<file path="config.mk">
export PLATFORM = sky130hd
export DESIGN_NAME = configure_machine_par
export DESIGN_NICKNAME = d
export VERILOG_FILES = /design/src/rtl/configure_machine_pkg.sv /design/src/rtl/configure_machine_par_lane.sv /design/src/rtl/configure_machine_par.sv
export SDC_FILE = /design/constraint.sdc
export NUM_CORES = 1
export LEC_CHECK = 0
export CAP_MARGIN = 30
export CORE_MARGIN = 3
export CORE_UTILIZATION = 56
export DETAILED_ROUTE_END_ITERATION = 8
export PLACE_DENSITY = 0.9
export SETUP_SLACK_MARGIN = 0.4
export SLEW_MARGIN = 20
export SYNTH_ARGS = -nofsm -noshare
export SYNTH_HDL_FRONTEND = slang
export SYNTH_SLANG_ARGS = --single-unit
</file>
<file path="constraint.sdc">
create_clock -name clk -period 10.6 [get_ports clk]
set_input_delay 1.59 -clock clk [delete_from_list [all_inputs] [get_ports clk]]
set_output_delay 1.59 -clock clk [all_outputs]
set_load 0.05 [all_outputs]
</file>
<file path="src/rtl/configure_machine_pkg.sv">
// Shared types and helpers for the parallel light-toggle subset search.
package configure_machine_pkg;

    typedef enum logic [2:0] {
        ST_IDLE,
        ST_SEARCH,
        ST_DRAIN,
        ST_FINAL,
        ST_DONE
    } state_t;

    // Width of a count that must hold 0..n (never narrower than one bit).
    function automatic int lights_w(input int n);
        return (n < 1) ? 1 : $clog2(n + 1);
    endfunction

    function automatic int buttons_w(input int n);
        return (n < 1) ? 1 : $clog2(n + 1);
    endfunction

    function automatic int popcount(input logic [31:0] v);
        int c;
        c = 0;
        for (int i = 0; i < 32; i++) c += int'(v[i]);
        return c;
    endfunction

endpackage

</file>
<file path="src/rtl/configure_machine_par_lane.sv">
// One candidate evaluator: XOR of the buttons selected by mask versus target.
module cm_lane
    import configure_machine_pkg::*;
#(
    parameter int MAX_NUM_LIGHTS  = 16,
    parameter int MAX_NUM_BUTTONS = 13
) (
    input  logic [MAX_NUM_BUTTONS-1:0]            mask,
    input  logic [MAX_NUM_LIGHTS-1:0]             buttons [MAX_NUM_BUTTONS],
    input  logic [MAX_NUM_LIGHTS-1:0]             target,
    input  logic [buttons_w(MAX_NUM_BUTTONS)-1:0] num_buttons,
    output logic                                  hit,
    output logic [buttons_w(MAX_NUM_BUTTONS)-1:0] pop
);
    localparam int BW = buttons_w(MAX_NUM_BUTTONS);

    logic [MAX_NUM_LIGHTS-1:0] acc;

    // Accumulate the toggle pattern of every selected, active button.
    always_comb begin
        acc = '0;
        for (int b = 0; b < MAX_NUM_BUTTONS; b++) begin
            if (mask[b] && (b < int'(num_buttons))) acc = acc ^ buttons[b];
        end
        hit = (acc == target);
        pop = BW'(popcount(32'(mask)));
    end

endmodule

</file>
<file path="src/rtl/configure_machine_par.sv">
// Parallel minimum-press search: LANES subsets per cycle, streams every hit,
// then a tlast beat carrying the best (fewest presses, lowest mask) subset.
module configure_machine_par
    import configure_machine_pkg::*;
#(
    parameter int MAX_NUM_LIGHTS  = 16,
    parameter int MAX_NUM_BUTTONS = 13,
    parameter int LANES           = 4
) (
    input  logic                                  clk,
    input  logic                                  rst_n,
    input  logic [lights_w(MAX_NUM_LIGHTS)-1:0]   num_lights,
    input  logic [buttons_w(MAX_NUM_BUTTONS)-1:0] num_buttons,
    input  logic                                  start,
    input  logic [MAX_NUM_LIGHTS-1:0]             buttons [MAX_NUM_BUTTONS],
    input  logic [MAX_NUM_LIGHTS-1:0]             target_lights_arrangement,
    output logic                                  ready,
    output logic                                  done,
    output logic                                  found,
    output logic [buttons_w(MAX_NUM_BUTTONS)-1:0] min_button_presses,
    output logic [MAX_NUM_BUTTONS-1:0]            buttons_to_press,
    output logic [MAX_NUM_BUTTONS-1:0]            solution_stream_tdata,
    output logic                                  solution_stream_tvalid,
    input  logic                                  solution_stream_tready,
    output logic                                  solution_stream_tlast
);
    localparam int ML = MAX_NUM_LIGHTS;
    localparam int MB = MAX_NUM_BUTTONS;
    localparam int BW = buttons_w(MB);
    // Two spare bits so base + LANES never wraps even at 2^MB masks.
    localparam int CW = MB + 2;
    localparam int IW = (LANES > 1) ? $clog2(LANES) : 1;

    state_t state, nxt;

    logic [ML-1:0]    lat_buttons [MB];
    logic [ML-1:0]    lat_target;
    logic [BW-1:0]    lat_nb;
    logic [CW-1:0]    base;
    logic [CW-1:0]    total;
    logic             last_chunk;
    logic [LANES-1:0] pend;
    logic [LANES-1:0] pend_clr;
    logic [IW-1:0]    low;
    logic [ML-1:0]    light_mask;

    logic             best_found;
    logic [MB-1:0]    best_mask;
    logic [BW-1:0]    best_pop;
    logic             c_found;
    logic [MB-1:0]    c_mask;
    logic [BW-1:0]    c_pop;

    logic [LANES-1:0]         lane_hit;
    logic [LANES-1:0]         lane_en;
    logic [LANES-1:0]         hits;
    logic [LANES-1:0][CW-1:0] lane_sum;
    logic [LANES-1:0][BW-1:0] lane_pop;

    // Lights at or above num_lights never participate.
    always_comb begin
        if (int'(num_lights) >= ML) light_mask = '1;
        else                        light_mask = (ML'(1) << num_lights) - ML'(1);
    end

    assign total      = CW'(1) << lat_nb;
    assign last_chunk = (base + CW'(LANES)) >= total;

    for (genvar l = 0; l < LANES; l++) begin : g_lane
        assign lane_sum[l] = base + CW'(l);
        assign lane_en[l]  = lane_sum[l] < total;
        cm_lane #(
            .MAX_NUM_LIGHTS (ML),
            .MAX_NUM_BUTTONS(MB)
        ) u_lane (
            .mask       (MB'(lane_sum[l])),
            .buttons    (lat_buttons),
            .target     (lat_target),
            .num_buttons(lat_nb),
            .hit        (lane_hit[l]),
            .pop        (lane_pop[l])
        );
    end

    assign hits = lane_hit & lane_en;

    // Fold this chunk's hits into the running best, lowest lane first so
    // equal popcounts keep the numerically smaller mask.
    always_comb begin
        c_found = best_found;
        c_mask  = best_mask;
        c_pop   = best_pop;
        for (int l = 0; l < LANES; l++) begin
            if (hits[l] && (!c_found || lane_pop[l] < c_pop)) begin
                c_found = 1'b1;
                c_mask  = MB'(lane_sum[l]);
                c_pop   = lane_pop[l];
            end
        end
    end

    // Lowest pending lane is the next hit to emit.
    always_comb begin
        low = '0;
        for (int l = LANES - 1; l >= 0; l--) begin
            if (pend[l]) low = IW'(l);
        end
        pend_clr = pend & ~(LANES'(1) << low);
    end

    // State register.
    always_ff @(posedge clk or negedge rst_n) begin
        if (!rst_n) state <= ST_IDLE;
        else        state <= nxt;
    end

    // Next state and stream/handshake outputs.
    always_comb begin
        nxt                    = state;
        ready                  = 1'b0;
        done                   = 1'b0;
        solution_stream_tvalid = 1'b0;
        solution_stream_tlast  = 1'b0;
        solution_stream_tdata  = '0;
        case (state)
            ST_IDLE: begin
                ready = 1'b1;
                if (start) nxt = ST_SEARCH;
            end
            ST_SEARCH: begin
                if (hits != '0)      nxt = ST_DRAIN;
                else if (last_chunk) nxt = ST_FINAL;
            end
            ST_DRAIN: begin
                solution_stream_tvalid = 1'b1;
                solution_stream_tdata  = MB'(base + CW'(low));
                if (solution_stream_tready && pend_clr == '0)
                    nxt = last_chunk ? ST_FINAL : ST_SEARCH;
            end
            ST_FINAL: begin
                solution_stream_tvalid = 1'b1;
                solution_stream_tlast  = 1'b1;
                solution_stream_tdata  = best_mask;
                if (solution_stream_tready) nxt = ST_DONE;
            end
            ST_DONE: begin
                done = 1'b1;
                nxt  = ST_IDLE;
            end
            default: nxt = ST_IDLE;
        endcase
    end

    // Operand latch, chunk walk, pending bitmap, best tracking and results.
    always_ff @(posedge clk or negedge rst_n) begin
        if (!rst_n) begin
            for (int b = 0; b < MB; b++) lat_buttons[b] <= '0;
            lat_target         <= '0;
            lat_nb             <= '0;
            base               <= '0;
            pend               <= '0;
            best_found         <= 1'b0;
            best_mask          <= '0;
            best_pop           <= '0;
            found              <= 1'b0;
            min_button_presses <= '0;
            buttons_to_press   <= '0;
        end else begin
            case (state)
                ST_IDLE: begin
                    if (start) begin
                        for (int b = 0; b < MB; b++)
                            lat_buttons[b] <= (b < int'(num_buttons)) ? (buttons[b] & light_mask) : '0;
                        lat_target <= target_lights_arrangement & light_mask;
                        lat_nb     <= (int'(num_buttons) > MB) ? BW'(MB) : num_buttons;
                        base       <= '0;
                        pend       <= '0;
                        best_found <= 1'b0;
                        best_mask  <= '0;
                        best_pop   <= '0;
                    end
                end
                ST_SEARCH: begin
                    pend       <= hits;
                    best_found <= c_found;
                    best_mask  <= c_mask;
                    best_pop   <= c_pop;
                    if (hits == '0 && !last_chunk) base <= base + CW'(LANES);
                end
                ST_DRAIN: begin
                    if (solution_stream_tready) begin
                        pend <= pend_clr;
                        if (pend_clr == '0 && !last_chunk) base <= base + CW'(LANES);
                    end
                end
                ST_FINAL: begin
                    if (solution_stream_tready) begin
                        found              <= best_found;
                        min_button_presses <= best_pop;
                        buttons_to_press   <= best_mask;
                    end
                end
                default: ;
            endcase
        end
    end

endmodule
</file>
=== Yosys cells after proc, flatten, opt, wreduce, memory -nomap -nowiden ===
Index checks and enable logic that the tools add are counted.

* Bits in registers: 286
* Output and inout bits: 35
* Bits of input ports: 237
* Word-level logic and storage cells: 389

* Add/sub/neg operators: 54
* Eq/ne operators: 16
* Bitwise operators: 65
* Reduce and logical (&&, ||, !) cells: 82
* Order comparisons: 37
* Shift operators: 3
* Mux-type cells: 108

{| class="wikitable"
|+ Operators by type and width
! cell !! count
|-
| $mux 16 || 66
|-
| $xor 16x16->16 || 48
|-
| $and 16x16->16 || 14
|-
| $add 4x2->4 || 44
|-
| $mux 13 || 5
|-
| $eq 16x16->1 || 4
|-
| $lt 15x15->1 || 4
|-
| $mux 15 || 4
|-
| $logic_and 1x1->1 || 59
|-
| $pmux 13 s2 || 2
|-
| $pmux 15 s3 || 1
|-
| $lt 4x4->1 const A || 10
|-
| $lt 3x4->1 const A || 8
|-
| $add 15x2->15 const B || 2
|-
| $mux 4 || 7
|-
| $lt 1x4->1 const A || 4
|-
| $lt 2x4->1 const A || 4
|-
| $lt 4x4->1 || 4
|-
| $shl 1x5->16 const A || 1
|-
| $sub 16x2->16 const B || 1
|-
| $add 15x1->15 const B || 1
|-
| $add 15x3->15 const B || 1
|-
| $ge 15x15->1 || 1
|-
| $mux 3 || 5
|-
| 32 further kinds || 65
|}

=== Depth between registers and ports, before layout ===
* Word-level depth: 44
* Gate-level depth with buffers: 43
* Depth with buffers taken out: 40

=== Modules after synthesis ===
Synthesis repeated with hierarchy kept, for this count alone.

* Cells, all modules: 3240
* Area total of the unflattened synthesis: 27655.3 um^2

{| class="wikitable"
|+ Modules (own cells, without submodules)
! module !! instances !! cells each !! area an instance (um^2) !! sequential area each (um^2)
|-
| configure_machine_par || 1 || 1326 || 13761.9 || 7106.8
|-
| cm_lane at g_lane[1].u_lane ... || 3 || 483 || 3424.5 || 0.0
|-
| cm_lane at g_lane[0].u_lane || 1 || 465 || 3619.7 || 0.0
|}

=== Least setup slack after synthesis ===
No wires, ideal clock.

* Path kind: register to register
* Start: register base[6]
* End: register best_mask[2]
* Arrival time: 9.636 ns
* Data required time: 10.479 ns
* Stages on the path, launching flop included: 42
* Path slack: 0.843 ns
* Buffers on the path: 3
* Library setup time: 0.121 ns
* Cells stage by stage: dfrtp_1 clkbuf_1 clkbuf_1 inv_1 fa_1 fa_1 fa_1 fa_1 inv_1 ha_1 fa_1 ha_1 a21o_1 a21oi_1 nor2b_1 o21ai_0 inv_1 nor3_1 [6 not listed] a21oi_1 mux2_2 ha_1 a21o_1 a21oi_1 nor2b_1 a31o_2 nand3_1 and2_1 ha_1 nor3_1 nand2_1 nand3_1 a21oi_2 a21o_1 a41o_1 buf_6 a22o_1

* Word-level cells in the longest chain between the ends: 31
* Elaborated cells between the ends (all ways): 141
* Classes of those cells: add/sub (31); order compare (8); eq/ne (5); mux (38); bitwise (25); reduce/logical (34)

{| class="wikitable"
|+ Ends and longest elaborated chain
! item !! RTL line !! text
|-
| start, declared || configure_machine_par.sv:39 || <nowiki>logic [CW-1:0] base;</nowiki>
|-
| start signal, assigned || configure_machine_par.sv:188 || <nowiki>if (hits == '0 && !last_chunk) base <= base + CW'(LANES);</nowiki>
|-
| start signal, assigned || configure_machine_par.sv:193 || <nowiki>if (pend_clr == '0 && !last_chunk) base <= base + CW'(LANES);</nowiki>
|-
| branches (longest 31 deep; another with $add 15x1->15) || n/a ||
|-
| end signal, assigned || configure_machine_par.sv:186 || <nowiki>best_mask <= c_mask;</nowiki>
|-
| end, declared || configure_machine_par.sv:48 || <nowiki>logic [MB-1:0] best_mask;</nowiki>
|}

Several ways; the timed one is not identified.
A chain may end at the register's enable or synchronous reset.

=== Worst setup path after layout ===
* Start: register base[10]
* End: register best_mask[6]

* Word-level cells in the longest chain between the ends: 23
* Elaborated cells between the ends (all ways): 81
* Classes of those cells: add/sub (15); order compare (8); eq/ne (5); mux (22); bitwise (9); reduce/logical (22)

{| class="wikitable"
|+ Ends and longest elaborated chain
! item
|-
| branches (longest 23 deep; another with $add 15x1->15)
|}

Several ways; the timed one is not identified.

==> metrics <==
Die Wd ~190 um; initial antenna violation count 0; Max Cap Violations 0; starting density of the core 0.576; I/O pin cnt between 200 and 300; worst setup path category reg2reg; CTS tree built; leakage dissipation 0.00998 uW; Critical Path AT 10.22 ns; top cells by area, synth dfrtp_1 37%, a32o_1 8.9%, xnor2_1 5.5%; DP Area 0.0219 sq mm; share of layout cells above drive strength 1 0.0634; worst path bufs/invs 4; hpwl dp 50500 um; Syn Std Cell Area 0.0190 sq mm; #FFs+latches synth approximately 280; DR vias/cell 6.78; clock sink count 284; die area 0.0361 sq mm; relative slew slack 0.215; slowest CP cell fa_1; Worst setup EP type flop; final setup fails 0; clk buf depth 3; final setup skew 0.0142 ns; Critical Path Fanout Max 13; Main synth FF type dfrtp_1; Syn Area/Cell about 9.6 sq um; Tot GR Track Use 0.375; fin nets ~2500; routed via count 17800; Power per Cell Area 251 mW/mm^2; Worst Tran Pin Value 1.18 ns; FF+latch area ~0.0071 sq mm; fraction of registers with async set/reset 1.00; global-route wire length before repair around 100000 um; DRT Pass-1 Iters 7; Fmax 0.103 GHz; crit path time final 9.75 ns; Final ANT Viol Nets 0; worst hold-check path type reg2reg; ant diodes 0; routed wire length 68800 um; top-area cell type share of the netlist area 0.374; outcome finished clean; cell family with most CP delay adder cells; I/O Buffers 271; CTS Buf Count 30; area grow syn2layout 21.1%; routability cong. a little under 1; EDFF count, synth 0; largest net degree at the start of global routing between 150 and 200; Hold-fix buffers, CTS 0; Worst Path Required 11.07 ns; IR Drop Worst-Case VDD 0.141 mV; Warnings, synthesis 0; Tcrit/Tclk final 0.920; DRC errors left 0; Final Max Slew Viols 0; # fillers roughly 2500; clock-pin transition on the worst setup and hold timing paths 0.06 ns; DRT iter0 DRCs roughly 2200; post-route cell area approximately 0.023 sq mm; post-route setup TNS 0 ns; Clk Tree Root Cell clkbuf_16; WL per Instance approximately 26 um; Reg2Reg Setup Slack 0.85 ns; Core Area 0.0329 sq mm; Netlist cell types 81; number of global-route vias before repair about 17000; Final Hold Fails 0; CTS H-tree depth 1; RSZ-0062 raised after global routing no; global route total overflow 0; site row count 66; register area share after synthesis 0.374; footprint of the multi-input gates 0.0110 sq mm; CP max stage delay between 0.5 and 0.6 ns; clk_lat worst skew 0.59 ns; startpoint types flop; cell taking the most area after synthesis dfrtp_1; Mapped Cells between 1500 and 2000; Die Height 190 um
-- worst reg2reg max path: cells and delay by family (launching register included) --
family | cells | cell delay (ns)
muxes | 2 | 0.69
adders and majority gates | 10 | 3.77
AOI/OAI and AO/OA | 18 | 3.58
DFF | 1 | 0.50
and+or+nand+nor | 4 | 0.59
buffers and inverters | 4 | 0.49
-- layer usage --
metal | up-vias | global-route usage | share of wire
li1 | 7652 | - | -
met4 | 0 | 0.247 | 0.086
met1 | 8658 | 0.469 | 0.36
met3 | 287 | 0.0726 | 0.099
met2 | 1168 | 0.595 | 0.45
met5 | - | 0 | 0
-- flip-flops by register name, indices dropped and copies added (netlist names), 3 cells and up --
signal	cells
lat_buttons	208
lat_target	16
base	13
best_mask	13
buttons_to_press	13
best_pop	4
lat_nb	4
min_button_presses	4
pend	4
state	3
-- path summary, 6_finish.rpt --
kind                                                    to  cells past startpoint                         from
min                            lat_buttons[85]$_DFFE_PN0P_                      2  lat_buttons[85]$_DFFE_PN0P_
max reg2reg                       best_mask[6]$_DFFE_PN0P_                     38         base[10]$_DFFE_PN0P_
max                               best_mask[6]$_DFFE_PN0P_                     38         base[10]$_DFFE_PN0P_
min reg2reg                    lat_buttons[85]$_DFFE_PN0P_                      2  lat_buttons[85]$_DFFE_PN0P_
min in group asynchronous  buttons_to_press[4]$_DFFE_PN0P_                      1                        rst_n
max in group asynchronous      lat_buttons[39]$_DFFE_PN0P_                      2                        rst_n
-- cell usage after synthesis (17+ instances only) --
cell	n
mux2_2	17
o211ai_1	20
nand4_1	20
clkbuf_1	127
a21o_1	34
xor2_1	40
buf_2	20
a21oi_1	69
nor3_1	23
inv_1	61
nand2_1	218
dfrtp_1	284
o21ai_0	113
fa_1	21
and2_1	19
nor2_1	58
a22o_1	17
xnor3_1	34
a32o_1	169
ha_1	81
nand3_1	176
xnor2_1	119
-- power by group --
part	leakage (uW)	internal [uW]	total, uW	switching (uW)
clock network	0.000502	633	1100	468
registers	0.00378	1480	1870	391
logic	0.00570	1180	2800	1620
-- cell type report --
type,count,share of cell area
inverters,63,0.0105
flip-flops and latches,284,0.309
clock inverters,18,0.00953
clock buffers,37,0.0347
repair buffers,311,0.134
multi-input cells,1465,0.478
well taps,442,0.0241
-- cell families (layout without fill, tap and decap cells) --
family	Yosys count	count (layout)	synth area share
AND/OR/NAND/NOR	610	610	0.156
AO/OA/AOI/OAI	523	523	0.210
flip-flops	284	284	0.374
buffers and inverters	228	429	0.0488
XOR/XNOR	195	195	0.116
adder cells (fa/ha/maj)	103	103	0.0761
multiplexers	32	32	0.0180
other	1	2	0.000198
-- cells in the final DEF, fill, tap and decap left out, types with 10 or more instances in the layout --
cell | Yosys | final
dfrtp_1 | 284 | 282
clkdlybuf4s50_1 | 0 | 270
nand2_1 | 218 | 217
nand3_1 | 176 | 176
a32o_1 | 169 | 169
xnor2_1 | 119 | 119
o21ai_0 | 113 | 109
ha_1 | 81 | 81
a21oi_1 | 69 | 68
inv_1 | 61 | 61
nor2_1 | 58 | 57
xor2_1 | 40 | 40
a21o_1 | 34 | 34
xnor3_1 | 34 | 34
buf_4 | 4 | 33
clkbuf_16 | 0 | 30
nor3_1 | 23 | 22
fa_1 | 21 | 21
o211ai_1 | 20 | 20
nand4_1 | 20 | 20
and2_1 | 19 | 19
mux2_2 | 17 | 17
a22o_1 | 17 | 17
nand2b_1 | 15 | 15
mux2i_1 | 15 | 15
and3_1 | 12 | 12
nor2b_1 | 13 | 12
nand3b_1 | 11 | 11
o21a_1 | 10 | 10
a31oi_1 | 10 | 10
-- per-stage QoR --
stage,std cells,power (uW),util,setup slack [ns],hold slack [ns]
floorplan,1977,3710,-,0.843,0.441
global placement,2556,4480,0.662,0.728,0.459
detailed placement,2560,4580,0.664,0.567,0.475
CTS,2615,5680,0.694,0.544,0.489
global route,2620,6070,0.697,0.365,0.501
finish,2620,5770,0.697,0.850,0.485
-- timing repair --
action	CTS	global route
gates resized for setup	0	7
setup endpoints to repair	0	17
setup buffers	0	1
(Power assumes the default switching activity.)
